$ cat config.mk
export PLATFORM = sky130hd
export DESIGN_NAME = cache_control
export DESIGN_NICKNAME = d
export VERILOG_FILES = /design/src/rtl/cache_control.sv
export SDC_FILE = /design/constraint.sdc
export NUM_CORES = 1
export LEC_CHECK = 0
export CORE_AREA = 3 3 434 436
export DETAILED_ROUTE_END_ITERATION = 10
export DIE_AREA = 0 0 437 439
export SYNTH_ARGS = -nofsm -noshare
export SYNTH_HDL_FRONTEND = slang
export SYNTH_SLANG_ARGS = --single-unit
$ cat constraint.sdc
create_clock -name clk -period 3.9 [get_ports clk]
set_clock_uncertainty 0.1 [all_clocks]
set_input_delay 0.585 -clock clk [delete_from_list [all_inputs] [get_ports clk]]
set_output_delay 0.585 -clock clk [all_outputs]
set_load 0.02 [all_outputs]
$ cat src/rtl/cache_control.sv
// cache_control: direct-mapped cache controller for the LC-3b memory path.
//
// Holds the tag, valid and dirty bits for every set. The line data lives in an
// external 8-entry x 256-bit array that this block indexes and writes. CPU
// loads and stores are 16-bit. Misses write back a dirty victim to physical
// memory first if needed, then fill the line.
//
// Ports
//   clk, rst_n            clock; synchronous active-low reset
//   mem_read/mem_write    CPU request, held until mem_resp
//   mem_byte_enable       store byte lanes ([0] low byte, [1] high byte)
//   mem_address           byte address: tag [15:8], index [7:5], offset [4:0]
//   mem_wdata/mem_rdata   store / load data
//   mem_resp              one-cycle completion pulse
//   array_index/_write    data array index and write enable
//   array_datain/_dataout data array write line / combinational read line
//   pmem_read/_write      physical memory fill / write-back request
//   pmem_address          line-aligned physical address
//   pmem_wdata/_rdata     write-back line / fill line
//   pmem_resp             physical memory completion pulse
module cache_control #(
  parameter int unsigned NUM_SETS   = 8,
  parameter int unsigned LINE_WIDTH = 256,
  parameter int unsigned TAG_WIDTH  = 8
) (
  input  logic                  clk,
  input  logic                  rst_n,
  input  logic                  mem_read,
  input  logic                  mem_write,
  input  logic [1:0]            mem_byte_enable,
  input  logic [15:0]           mem_address,
  input  logic [15:0]           mem_wdata,
  output logic [15:0]           mem_rdata,
  output logic                  mem_resp,
  output logic [2:0]            array_index,
  output logic                  array_write,
  output logic [LINE_WIDTH-1:0] array_datain,
  input  logic [LINE_WIDTH-1:0] array_dataout,
  output logic                  pmem_read,
  output logic                  pmem_write,
  output logic [15:0]           pmem_address,
  output logic [LINE_WIDTH-1:0] pmem_wdata,
  input  logic [LINE_WIDTH-1:0] pmem_rdata,
  input  logic                  pmem_resp
);

  typedef enum logic [1:0] {
    IDLE,
    WRITEBACK,
    ALLOCATE
  } state_e;

  state_e                 state_q, state_d;
  logic [NUM_SETS-1:0]    valid_q, valid_d;
  logic [NUM_SETS-1:0]    dirty_q, dirty_d;
  logic [TAG_WIDTH-1:0]   tag_q [NUM_SETS];
  logic [TAG_WIDTH-1:0]   tag_d [NUM_SETS];

  logic [2:0]             idx;
  logic [TAG_WIDTH-1:0]   addr_tag;
  logic [3:0]             word;
  logic [7:0]             bit_base;
  logic                   hit;
  logic                   req;
  logic [15:0]            rd_word;
  logic [LINE_WIDTH-1:0]  merged;

  // The byte-offset LSB is not needed: accesses are whole 16-bit words.
  logic                   unused_addr_lsb;
  assign unused_addr_lsb = mem_address[0];

  assign idx         = mem_address[7:5];
  assign addr_tag    = mem_address[15:8];
  assign word        = mem_address[4:1];
  assign bit_base    = {word, 4'b0000};
  assign array_index = idx;
  assign req         = mem_read | mem_write;
  assign hit         = valid_q[idx] && (tag_q[idx] == addr_tag);
  assign rd_word     = array_dataout[bit_base +: 16];

  // Store merge: only the enabled bytes of the addressed word change.
  always_comb begin
    merged = array_dataout;
    if (mem_byte_enable[0]) merged[bit_base +: 8]          = mem_wdata[7:0];
    if (mem_byte_enable[1]) merged[bit_base + 8'd8 +: 8]   = mem_wdata[15:8];
  end

  always_comb begin
    state_d      = state_q;
    valid_d      = valid_q;
    dirty_d      = dirty_q;
    tag_d        = tag_q;
    mem_resp     = 1'b0;
    mem_rdata    = '0;
    array_write  = 1'b0;
    array_datain = '0;
    pmem_read    = 1'b0;
    pmem_write   = 1'b0;
    pmem_address = '0;
    pmem_wdata   = '0;

    unique case (state_q)
      IDLE: begin
        if (req) begin
          if (hit) begin
            mem_resp  = 1'b1;
            mem_rdata = rd_word;
            // A simultaneous read and write is served as a write.
            if (mem_write) begin
              array_write  = 1'b1;
              array_datain = merged;
              dirty_d[idx] = 1'b1;
            end
          end else begin
            state_d = dirty_q[idx] ? WRITEBACK : ALLOCATE;
          end
        end
      end

      WRITEBACK: begin
        pmem_write   = 1'b1;
        pmem_address = {tag_q[idx], idx, 5'b00000};
        pmem_wdata   = array_dataout;
        if (pmem_resp) begin
          dirty_d[idx] = 1'b0;
          state_d      = ALLOCATE;
        end
      end

      ALLOCATE: begin
        pmem_read    = 1'b1;
        pmem_address = {mem_address[15:5], 5'b00000};
        if (pmem_resp) begin
          array_write  = 1'b1;
          array_datain = pmem_rdata;
          tag_d[idx]   = addr_tag;
          valid_d[idx] = 1'b1;
          dirty_d[idx] = 1'b0;
          state_d      = IDLE;
        end
      end

      default: state_d = IDLE;
    endcase
  end

  always_ff @(posedge clk) begin
    if (!rst_n) begin
      state_q <= IDLE;
      valid_q <= '0;
      dirty_q <= '0;
      for (int unsigned i = 0; i < NUM_SETS; i++) tag_q[i] <= '0;
    end else begin
      state_q <= state_d;
      valid_q <= valid_d;
      dirty_q <= dirty_d;
      tag_q   <= tag_d;
    end
  end

endmodule
==> metrics.yaml, run 1 <==
timing:
  post-route-period-util_pct: 109
  report.final.slew_viol_count: 0
  tightest_slew_ns: 1.16
  finalSetupTns_ns: -48.73
  rsz0062_at_grt: "yes"
  worst_slack_ns: -0.352
  finalSetupViolCount: 266
  final-hold-violation-count: 0
  clock.fmax_mhz: 235
  slew_headroom_pct: 22.8
  finalCriticalPeriod_ns: 4.25
global_route:
  grt_pass1_vias: 22900
  grtUsageTotal_pct: 22.3
  grt_pass1_wl_um: 276000
  grt-ovfl-total: 0
  grt_max_degree: 101
  antenna_found_initial: 127
die:
  die_h_um: 439
  io_pins: 1102
  initial_utilization_pct: 7.42
  rows: 158
  core-area_um2: 185000
  die_w_um: 437
  die_area_um2: 192000
clock_network:
  numCtsBuffers: 9
  htreeDepth: 3
  cts_root_buf: "clkbuf_16"
  cts_num_sinks: 82
  clk_path_buf_depth: 2
  path_clk_slew_ns: 0.06
  cts_tree: "yes"
  clk_latency_ns: 0.35
critical_path:
  crit_type: "input pin to primary output"
  arrival_ns: 3.57
  cp_slowest_cell: "a2111o_2"
  endpoint_kind: "primary output"
  cp-start-kind: "input pin"
  required_ns: 3.21
  path_cells: "buf_12, buf_16, mux4_2, mux2i_4, xor2_2, buf_4, nand4_1, a2111o_2, buf_16, clkbuf_16, o21ai_2, buf_4, buf_12"
  slowest_delay_ns: 0.59
  cp_max_fo: 8
finish:
  nets: 4054
  drive_gt1_share_pct: 33.5
  final_util_pct: 19.0
  syn2layout_area_growth_pct: 157
  fill_cells: 20800
placed_design:
  place_congestion: 1.01
  port_buffers: 1095
  dp_hpwl_um: 200000
pwr:
  p_per_area_nw_per_um2: 158
  ir_drop_mv: 0.212
  power_leakage_nw: 13.7
routing:
  dr.pass1.iters: 5
  final_antenna_net_count: 0
  wl_per_cell_um: 38.2
  drtIter0Drc: 3244
  wirelength_um: 230000
  vias: 24600
  vias_per_cell: 4.08
  drc: 0
min_path:
  hp-class: "flop to flop"
yosys:
  ys_seq_elements: 82
  ys_seq_area_share_pct: 12.0
  synth_area_um2: 13700
  async_flop_share_pct: 0
  yosysWarningCount: 0
  synthCells: 2043
  synth_ff_type: "dfxtp_1"
  synthDistinctLibCells: 51
  synth_edf_count: 0
  syn_avg_cell_area_um2: 6.72
status:
  status: "finished, violations left"
  violations: "setup timing"
job:
  timing.max_cap.violations: 0
==> placed cells by master (no fill, tap or decap), types with 10 or more instances in the layout <==
cell / n
nor2_1: 154
inv_1: 13
clkbuf_16: 19
nor2b_4: 13
buf_16: 12
nor2b_1: 14
buf_4: 471
buf_6: 159
clkdlybuf4s50_1: 797
diode_2: 41
o21ai_2: 78
o21ai_1: 42
buf_2: 29
nand2_1: 453
a21oi_1: 130
nor3_1: 10
nand3_1: 18
o21ai_0: 30
mux4_2: 92
and2_1: 282
nand4_1: 13
dfxtp_1: 82
buf_12: 130
a21boi_0: 75
o21ai_4: 112
mux2i_1: 132
==> worst max-delay path: cells and delay by family <==
| family | cells | cell delay, ns |
|---|---|---|
| buffers and inverters | 7 | 1.11 |
| AND/OR/NAND/NOR | 1 | 0.13 |
| XOR/XNOR | 1 | 0.21 |
| multiplexers | 2 | 0.74 |
| AO/OA/AOI/OAI | 2 | 0.74 |
==> cells in the mapped netlist (9+ instances only) <==
| library cell | instances | share of area [%] |
|---|---|---|
| ha_1 | 9 | 0.82 |
| nand3_1 | 20 | 0.73 |
| nor2_1 | 154 | 4.2 |
| inv_1 | 13 | 0.36 |
| o21ai_0 | 259 | 9.4 |
| a21boi_0 | 75 | 4.1 |
| mux4_2 | 92 | 15 |
| nor2b_1 | 27 | 1.2 |
| buf_1 | 15 | 0.41 |
| clkbuf_1 | 158 | 4.3 |
| nor3_1 | 15 | 0.55 |
| a21oi_1 | 131 | 4.8 |
| nand4_1 | 13 | 0.59 |
| mux2i_1 | 138 | 10 |
| buf_4 | 9 | 0.49 |
| nand2_1 | 454 | 12 |
| and2_1 | 283 | 13 |
| dfxtp_1 | 82 | 12 |
==> stage by stage <==
step	power (W)	area (um2)	hold slack [ns]	cells	setup WS [ns]
6_report	0.00555	35200	0.366	6020	-0.352
5_1_grt	0.00567	35200	0.382	5989	-0.439
4_1_cts	0.00532	32800	0.366	5958	-0.402
3_5_place_dp	0.00441	31900	0.355	5916	-1.25
3_3_place_gp	0.00442	31900	0.346	5916	-1.23
2_1_floorplan	0.00190	13800	0.340	2047	-0.280
==> report_power, final <==
part / switching (W) / total (W) / internal [W]
clock network: 0.000376 / 0.000891 / 0.000515
logic: 0.00212 / 0.00380 / 0.00168
registers: 0.00000823 / 0.000859 / 0.000851
total: 0.00251 / 0.00555 / 0.00304
==> final timing paths <==
kind | startpoint | end | slack (ns) | cells past startpoint
worst min-delay path | tag_q[35] | tag_q[35] | 0.37 | 2
worst max register to register | tag_q[47] | flop | 0.49 | 12
worst min register to register | tag_q[35] | tag_q[35] | 0.37 | 2
worst max-delay path | mem_address[5] | array_datain[254] | -0.35 | 13
==> per-layer routing <==
metal	routed length (um)	global-route usage, %	part of all wire [%]
met2	102000	35.3	45
met4	9270	6.89	4.0
met3	25800	8.73	11
met1	92300	27.8	40
met5	331	0	0.14
==> flip-flops by register name (all words and copies together) (netlist names), named ones only <==
register	cells
valid_q	8
state_q	2
tag_q	64
==> final cells by class <==
class / count / area (um2) / area share (%)
repair buffers: 1624 / 16900 / 47.9
multi-input cells: 1764 / 13200 / 37.4
well taps: 2480 / 3100 / 8.80
flip-flops and latches: 82 / 1640 / 4.66
clock buffers: 10 / 239 / 0.678
diodes: 41 / 103 / 0.291
clock inverters: 6 / 65.1 / 0.185
inverters: 13 / 48.8 / 0.138
==> what timing repair did <==
item	4_1_cts	5_1_grt
buffers inserted	17	38
pin swaps	30	115
gates resized for setup	1085	615
hold buffers	0	0
cloned	11	12
endpoints found under the setup margin	274	274
==> kinds of logic after synthesis <==
kind of cell / share of synthesized area, %
xor gates and xnor gates: 0.447
AOI/OAI and AO/OA: 21.4
other: 0.0273
and+or+nand+nor: 34.0
adders and majority gates: 0.820
muxes: 25.5
buffers and inverters: 5.93
DFF: 12.0
Power figures use the tool's default switching activity.
==> run 2, diff against run 1 <==
--- a/config.mk
+++ b/config.mk
@@ -5,9 +5,12 @@
 export SDC_FILE = /design/constraint.sdc
 export NUM_CORES = 1
 export LEC_CHECK = 0
-export CORE_AREA = 3 3 434 436
+export ABC_AREA = 1
+export CAP_MARGIN = 20
+export CORE_AREA = 3 3 426 428
 export DETAILED_ROUTE_END_ITERATION = 10
-export DIE_AREA = 0 0 437 439
+export DIE_AREA = 0 0 429 431
 export SYNTH_ARGS = -nofsm -noshare
 export SYNTH_HDL_FRONTEND = slang
 export SYNTH_SLANG_ARGS = --single-unit
+export TNS_END_PERCENT = 20
==> run 2 against run 1 <==
Against the previous run: the run still ends with setup timing left; routed wire length fell by 3.8%; global-route usage rose by 0.33 points; non-clock buffer count fell by 97; cell count rose by 12%; hold slack got worse by 0.015 ns; flip-flop and latch count did not move; combinational power fell by 7.9%; first-iteration DRC count rose by 14%; critical path depth fell by 3; clock power fell by 12%.
==> metrics.yaml, run 2 <==
global_route:
  grt_max_degree: 85  # -16%
  grt-ovfl-total: 0  # unchanged
  antenna_found_initial: 84  # -34%
  grt_pass1_wl_um: 277000  # +0.16%
  grt_pass1_vias: 26200  # +14%
  grtUsageTotal_pct: 22.7  # +0.33 points
critical_path:
  cp_slowest_cell: "nor3_1"
  cp_max_fo: 51  # +43
  endpoint_kind: "primary output"
  crit_type: "input pin to primary output"
  arrival_ns: 3.26  # -0.31 ns
  cpMostUsedCell: "buf_6"
  cp-start-kind: "input pin"
  required_ns: 3.21  # about the same
  path_cells: "buf_6, inv_6, buf_4, buf_6, buf_4, nor3_1, o21ai_0, o21ai_2, buf_6, buf_12"
  slowest_delay_ns: 1.05  # +0.46 ns
finish:
  fin_area_um2: 33000  # -6.3%
  drive_gt1_share_pct: 17.8  # -16 points
  seqCellArea_um2: 1640  # unchanged
  layout_common_cells: "nand2_1 (954), clkdlybuf4s50_1 (802), buf_4 (470)"
  multi_input_comb_area_um2: 10700  # -19%
  final_common_cell: "nand2_1"
  largestRegisters: "tag_q x64, valid_q x8, state_q x2"
  syn2layout_area_growth_pct: 121
  nets: 4880  # +20%
  largest_reg_flops: 64  # unchanged
  largest-register: "tag_q"
  fill_cells: 20600  # -0.99%
clock_network:
  cts_tree: "yes"
  htreeDepth: 3  # unchanged
  path_clk_slew_ns: 0.06  # about the same
  clk_path_buf_depth: 2  # unchanged
  clk_latency_ns: 0.35  # about the same
  numCtsBuffers: 9  # unchanged
  cts_root_buf: "clkbuf_16"
  cts_num_sinks: 82  # unchanged
yosys:
  async_flop_share_pct: 0  # unchanged
  ys_seq_area_share_pct: 11.0  # -0.95 points
  synthTopCellsByCount: "nand2_1 (957), o21ai_0 (476), inv_1 (466), a21oi_1 (207), clkbuf_1 (172)"
  yosysWarningCount: 0  # unchanged
  yosysTopAreaCell: "nand2_1"
  synthCells: 3007  # +47%
  yosysMostFrequentCell: "nand2_1"
  ys_seq_elements: 82  # unchanged
  synth_area_um2: 14900  # +8.7%
  syn_avg_cell_area_um2: 4.96  # -26%
  synth_edf_count: 0  # unchanged
  synth_area_leaders: "nand2_1 (24%), o21ai_0 (16%), inv_1 (12%)"
  synthDistinctLibCells: 48  # -5.9%
  synth_ff_type: "dfxtp_1"
  synth_top_area_share_pct: 24.1  # +9.0 points
placed_design:
  port_buffers: 1095  # unchanged
  dp_slack_ns: -0.530  # +0.720 ns
  dp_hpwl_um: 197000  # -1.9%
  place_congestion: 1.03  # +2.7%
  postPlaceCellArea_um2: 32400  # +1.5%
die:
  die_area_um2: 185000  # -3.6%
  io_pins: 1102  # unchanged
  rows: 155  # -1.9%
  core-area_um2: 178000  # -3.7%
  die_w_um: 429  # -1.8%
  die_h_um: 431  # -1.8%
  initial_utilization_pct: 8.37  # +0.95 points
routing:
  vias: 27700  # +13%
  wirelength_um: 221000  # -3.8%
  final_antenna_net_count: 0  # unchanged
  vias_per_cell: 4.12  # +0.98%
  drc: 0  # unchanged
  drtIter0Drc: 3711  # +14%
  wl_per_cell_um: 33.0  # -14%
  dr.pass1.iters: 7  # +2
pwr:
  ir_drop_mv: 0.181  # -14%
  power_leakage_nw: 15.6  # +14%
  fin_total_pwr_w: 0.00515  # -7.2%
  p_per_area_nw_per_um2: 156  # -0.96%
status:
  violations: "setup timing"
  status: "finished, violations left"
timing:
  slew_headroom_pct: 11.0  # -12 points
  worst_slack_ns: -0.0500  # +0.302 ns
  finalSetupViolCount: 2  # -99%
  clock.fmax_mhz: 253  # +7.7%
  rsz0062_at_grt: "yes"
  finalCriticalPeriod_ns: 3.95  # -0.302 ns
  post-route-period-util_pct: 101  # -7.8 points
  final-hold-violation-count: 0  # unchanged
  report.final.slew_viol_count: 0  # unchanged
  tightest_slew_ns: 1.33  # +0.167 ns
job:
  timing.max_cap.violations: 0  # unchanged
min_path:
  hp-class: "flop to flop"
## run 2: changes by cell type after synthesis, sizes merged, moves of 76 or more
cell | previous run | this run
and2 | 283 | 0
mux4 | 92 | 0
o21ai | 262 | 603
a21oi | 131 | 207
inv | 13 | 483
mux2i | 138 | 58
nand2 | 454 | 961
## run 2: cell families after synthesis
| group | share of synthesized area, % |
|---|---|
| AOI/OAI and AO/OA | 30.3 |
| and+or+nand+nor | 34.6 |
| adders and majority gates | 0.755 |
| muxes | 3.97 |
| DFF | 11.0 |
| buffers and inverters | 19.3 |
| other | 0.0251 |
## run 2: repair_timing
action | 4_1_cts | 5_1_grt
pin swaps | 5 | 6
hold buffers | 0 | 0
cloned | 4 | 1
setup buffers | 5 | 2
endpoints found under the setup margin | 253 | 139
hold endpoints to repair | 0 | 0
gates resized for setup | 127 | 91
## run 2: per-layer routing
metal | vias up | track usage, % | wire [um]
met4 | 24 | 9.05 | 9850
met3 | 237 | 5.36 | 19200
li1 | 12200 | - | -
met5 | - | 0 | 147
met1 | 13600 | 28.9 | 90600
met2 | 1651 | 36.7 | 102000
## run 2: report_power, final
| part | leakage [nW] | total [W] | internal [W] | switching, W |
|---|---|---|---|---|
| Sequential | 0.662 | 0.000864 | 0.000857 | 0.00000752 |
| Clock | 0.127 | 0.000785 | 0.000440 | 0.000346 |
| Combinational | 14.8 | 0.00350 | 0.00142 | 0.00208 |
## run 2: worst paths after layout
check | start | to | slack [ns] | depth (start not counted)
min | tag_q[56] | tag_q[56] | 0.35 | 2
min reg2reg | tag_q[56] | tag_q[56] | 0.35 | 2
max reg2reg | state_q[0] | flop | 1.23 | 9
max | mem_address[1] | array_datain[123] | -0.05 | 10
## run 2: cell type report
type                    instances  share of cell area (%)
inverters                     484                    5.56
multi-input cells            2216                    32.3
clock buffers                  11                   0.735
flip-flops and latches         82                    4.97
diodes                         38                   0.288
repair buffers               1527                    47.2
well taps                    2355                    8.92
clock inverters                 3                  0.0531
## run 2: metrics by stage
| stage | hold slack, ns | cells | setup TNS (ns) | utilization [%] |
|---|---|---|---|---|
| floorplan | 0.324 | 3011 | -0.776 | - |
| global placement | 0.335 | 6652 | -49.47 | 18.2 |
| detailed placement | 0.339 | 6652 | -50.07 | 18.2 |
| CTS | 0.349 | 6675 | -0.114 | 18.4 |
| global route | 0.375 | 6698 | -0.122 | 18.5 |
| finish | 0.350 | 6716 | -0.0787 | 18.5 |
## run 2: critical path: cells and delay by family
kind            cells  cell delay (ns)
compound gates      2             0.55
buf+inv             7             1.02
simple gates        1             1.05
